### src/rtl/matvec_reader.sv
// matvec_reader: tracks valid vectors through the matvec_mul pipeline,
// captures each finished result vector into a buffer and streams it out
// one element per handshake. The multiplier is stalled through cen only
// when a valid result reaches the pipeline tail and the buffer is still busy.
module matvec_reader #(
    parameter int R   = 8,
    parameter int C   = 8,
    parameter int W_X = 8,
    parameter int W_K = 8,
    localparam int W_Y = W_X + W_K + $clog2(C),
    localparam int LAT = $clog2(C) + 1
) (
    input  logic                        clk,
    input  logic                        rst,
    input  logic                        s_valid,
    output logic                        s_ready,
    output logic                        cen,
    input  logic signed [R-1:0][W_Y-1:0] y,
    output logic                        m_valid,
    input  logic                        m_ready,
    output logic signed [W_Y-1:0]       m_data,
    output logic                        m_last
);

    localparam int IW = (R > 1) ? $clog2(R) : 1;
    localparam logic [IW-1:0] IDX_LAST = IW'(R - 1);

    typedef enum logic {
        IDLE,
        SEND
    } state_e;

    state_e                 state_q, state_d;
    logic [IW-1:0]          idx_q, idx_d;
    logic [LAT-1:0]         vld_q, vld_d;
    logic [R-1:0][W_Y-1:0]  buf_q, buf_d;

    logic tail;
    logic last_acc;
    logic capture;

    // Pipeline valid tracking, capture decision and multiplier clock enable
    always_comb begin
        tail     = vld_q[LAT-1];
        last_acc = (state_q == SEND) && m_ready && (idx_q == IDX_LAST);
        capture  = tail && ((state_q == IDLE) || last_acc);
        // Only a valid tail that cannot be captured freezes the pipeline;
        // bubbles at the tail simply fall off.
        cen      = !rst && (!tail || capture);
        s_ready  = cen;
        vld_d    = vld_q;
        if (cen) begin
            vld_d[0] = s_valid;
            for (int unsigned i = 1; i < LAT; i++) begin
                vld_d[i] = vld_q[i-1];
            end
        end
    end

    // Output FSM: capture on empty buffer or on the final accepted element
    always_comb begin
        state_d = state_q;
        idx_d   = idx_q;
        buf_d   = buf_q;
        if (capture) begin
            // Reloading on last_acc keeps SEND asserted with no bubble cycle.
            buf_d   = y;
            idx_d   = '0;
            state_d = SEND;
        end else if ((state_q == SEND) && m_ready) begin
            if (idx_q == IDX_LAST) begin
                state_d = IDLE;
            end else begin
                idx_d = idx_q + IW'(1);
            end
        end
    end

    // Serial output view of the buffer
    always_comb begin
        m_valid = (state_q == SEND);
        m_data  = buf_q[idx_q];
        m_last  = m_valid && (idx_q == IDX_LAST);
    end

    // Control state registers with synchronous reset
    always_ff @(posedge clk) begin
        if (rst) begin
            vld_q   <= '0;
            state_q <= IDLE;
            idx_q   <= '0;
        end else begin
            vld_q   <= vld_d;
            state_q <= state_d;
            idx_q   <= idx_d;
        end
    end

    // Result buffer; contents are meaningless until the first capture
    always_ff @(posedge clk) begin
        buf_q <= buf_d;
    end

endmodule
### config.mk
export PLATFORM = sky130hd
export DESIGN_NAME = matvec_reader
export DESIGN_NICKNAME = d
export VERILOG_FILES = /design/src/rtl/matvec_reader.sv
export SDC_FILE = /design/constraint.sdc
export NUM_CORES = 1
export LEC_CHECK = 0
export BUFFER_PORTS_ARGS = -buffer_cell sky130_fd_sc_hd__buf_2
export CAP_MARGIN = 20
export CORE_ASPECT_RATIO = 1.5
export CORE_UTILIZATION = 55
export DETAILED_ROUTE_END_ITERATION = 7
export PLACE_DENSITY = 0.9
export SLEW_MARGIN = 20
export SYNTH_ARGS = -nofsm -noshare
export SYNTH_HDL_FRONTEND = slang
export SYNTH_SLANG_ARGS = --single-unit
### constraint.sdc
create_clock -name clk -period 17.75 [get_ports clk]
set_input_delay 3.55 -clock clk [delete_from_list [all_inputs] [get_ports clk]]
set_output_delay 3.55 -clock clk [all_outputs]
set_load 0.02 [all_outputs]
==> impl_metrics.json <==
{
  "setup_violations": 0,
  "syn_area_sq_um": 6110,
  "antenna_found_initial": 0,
  "core_area_sq_um": 10700,
  "dp_hpwl_mm": 7.36,
  "fin_crit_ns": 8.01,
  "final_max_slew_viol_count": 0,
  "cp.arrival_ns": 4.46,
  "drtIter0Drc": 134,
  "vias": 3160,
  "pwr_density_cell_nw_per_um2": 102,
  "cts_hold_buf": 0,
  "wirelength_mm": 10.8,
  "die_x_um": 88.1,
  "gp_congestion": 0.746,
  "critPathLaunchType": "input port",
  "leakage_uw": 0.00285,
  "worstHoldStart": "vld_q[1]",
  "status": "finished clean",
  "numCtsBuffers": 17,
  "cts_tree": "yes",
  "yosys-top-cells-area": "edfxtp_1, mux4_2, mux4_1, dfxtp_1, mux2_4",
  "cap_violations": 0,
  "setup_tns_ns": 0,
  "io-pin-count": 179,
  "ys_warn_count": 0,
  "cp_max_fo": 6,
  "worst-path-buf-inv": 2,
  "fmax_ghz": 0.125,
  "reg2reg_from": "idx_q[1]",
  "finClkSkew_ns": 0.0104,
  "synth-seq-area-share_pct": 77.3,
  "timing.final.crit_share_pct": 45.1,
  "clk_pin_slew_worst_paths_ns": 0.06,
  "synth.largest_area_cell": "edfxtp_1",
  "rows": 46,
  "critPathLaunch": "m_ready",
  "cts_setup_buffers": 0,
  "htreeDepth": 4,
  "cp_slowest_cell": "a21boi_1",
  "via_per_inst": 5.25,
  "yosysUniqueCellTypes": 23,
  "cpLargestDelayFamily": "compound AO/OA/AOI/OAI gates",
  "wire_per_inst_um": 17.9,
  "syn_area_per_cell_sq_um": 24.0,
  "ant_nets": 0,
  "worstMarginPinSlew_ns": 1.04,
  "synthCells": 255,
  "clock-sinks": 160,
  "path_cells": "buf_2 > a21boi_1 > a21oi_1 > buf_2",
  "end_kind": "primary output",
  "drive_above_1_share_pct": 57.4,
  "finalHoldViolCount": 0,
  "fp.dieArea_sq_um": 11500,
  "ys.flop_type": "edfxtp_1",
  "portBuffers": 178,
  "clock_latency_ns": 0.41,
  "drc_errors": 0,
  "area_growth_pct": 26.3,
  "power_uw": 791,
  "synth_common_cells": "edfxtp_1, mux4_2, mux2_4",
  "nets": 603,
  "required_ns": 14.20,
  "yosysMostFrequentCell": "edfxtp_1",
  "synth_top_area_share_pct": 74.7,
  "critPathMaxStageDelay_ns": 0.46,
  "grt-ovfl-total": 0,
  "hold_path_class": "flop to flop",
  "cts_resized": 0,
  "worst-setup-path-type": "input port to primary output",
  "rsz0062_at_grt": "false",
  "r2r_setup_slack_ns": 13.91,
  "dr.pass1.iters": 4,
  "syn-num-nets": 413,
  "yosys_register_bits": 160,
  "num_antenna_cells": 0,
  "ir_drop_v": 0.0000729,
  "root_buffer": "clkbuf_16",
  "die_y_um": 131,
  "grt.total_usage_pct": 19.9,
  "max-slew-margin-rel_pct": 30.8,
  "synth_edf_count": 152,
  "grt_pass1_vias": 3491,
  "clockBufferDepth": 2,
  "grt_pass1_wl_mm": 16.6,
  "start_util_pct": 57.1,
  "grt_max_degree": 85,
  "crit_top_cell": "buf_2",
  "async_flop_share_pct": 0
}
==> stage by stage <==
stage	area [sq um]	setup WS, ns	hold slack, ns	cells	util (%)
final	7720	9.74	0.496	602	72.1
after global placement	7150	9.82	0.459	570	66.8
after floorplan	6110	7.09	0.438	255	-
after CTS	7720	9.74	0.495	602	72.1
after global routing	7720	9.66	0.529	602	72.1
after detailed placement	7150	9.74	0.478	570	66.8
==> logic make-up after synthesis <==
| logic type | share of synthesized area, % |
|---|---|
| compound gates | 0.409 |
| xor+xnor | 0.143 |
| fa+ha+maj | 0.409 |
| buf+inv | 1.27 |
| flops | 77.3 |
| mux | 19.4 |
| simple gates | 1.13 |
==> final timing paths <==
| kind | cells past startpoint | endpoint |
|---|---|---|
| min reg2reg | 2 | vld_q[2] |
| max | 4 | s_ready |
| max reg2reg | 6 | buf_q[27] |
| min | 2 | vld_q[2] |
==> layout by cell type, fill, tap and decap left out <==
master / n
clkbuf_16: 17
edfxtp_1: 152
dfxtp_1: 6
inv_6: 3
mux2_2: 9
buf_4: 4
nor2_1: 6
nand2_1: 1
clkbuf_1: 2
nor2_4: 1
mux4_1: 7
o21bai_1: 1
and2_1: 1
buf_2: 178
inv_1: 1
clkinv_4: 1
xor2_1: 1
clkinv_2: 1
nand3b_1: 1
a21oi_1: 2
clkinv_1: 2
bufinv_16: 2
dfxtp_2: 2
a21boi_1: 1
clkinvlp_4: 4
mux2i_1: 5
nand2b_1: 4
mux2_4: 10
ha_1: 2
mux4_2: 31
==> registers in the layout, indices dropped and copies added (netlist names) <==
signal / count
vld_q: 4
m_valid: 1
buf_q: 152
idx_q: 3
==> layout make-up <==
type	count	area, sq um
Clock buffer	19	433
Timing Repair Buffer	182	921
Fill cell	652	2980
Tap cell	144	180
Sequential cell	160	4730
Clock inverter	13	138
Inverter	1	3.75
Multi-Input combinational cell	83	1320
==> tightest hold or removal path, delay by kind of cell (launching register included) <==
kind          cells  cell delay [ns]
flops             1             0.30
simple gates      1             0.08
mux               1             0.07
==> routing by layer <==
metal,track usage (%),vias up,wire (um)
li1,-,1456,-
met4,8.42,0,206
met2,35.4,141,5860
met1,21.3,1544,3920
met3,6.03,19,794
met5,0,-,0
==> report_power, final <==
part | switching (uW) | internal [uW]
Sequential | 1.14 | 418
Clock | 137 | 207
Combinational | 11.1 | 16.2
(Power assumes the default switching activity.)
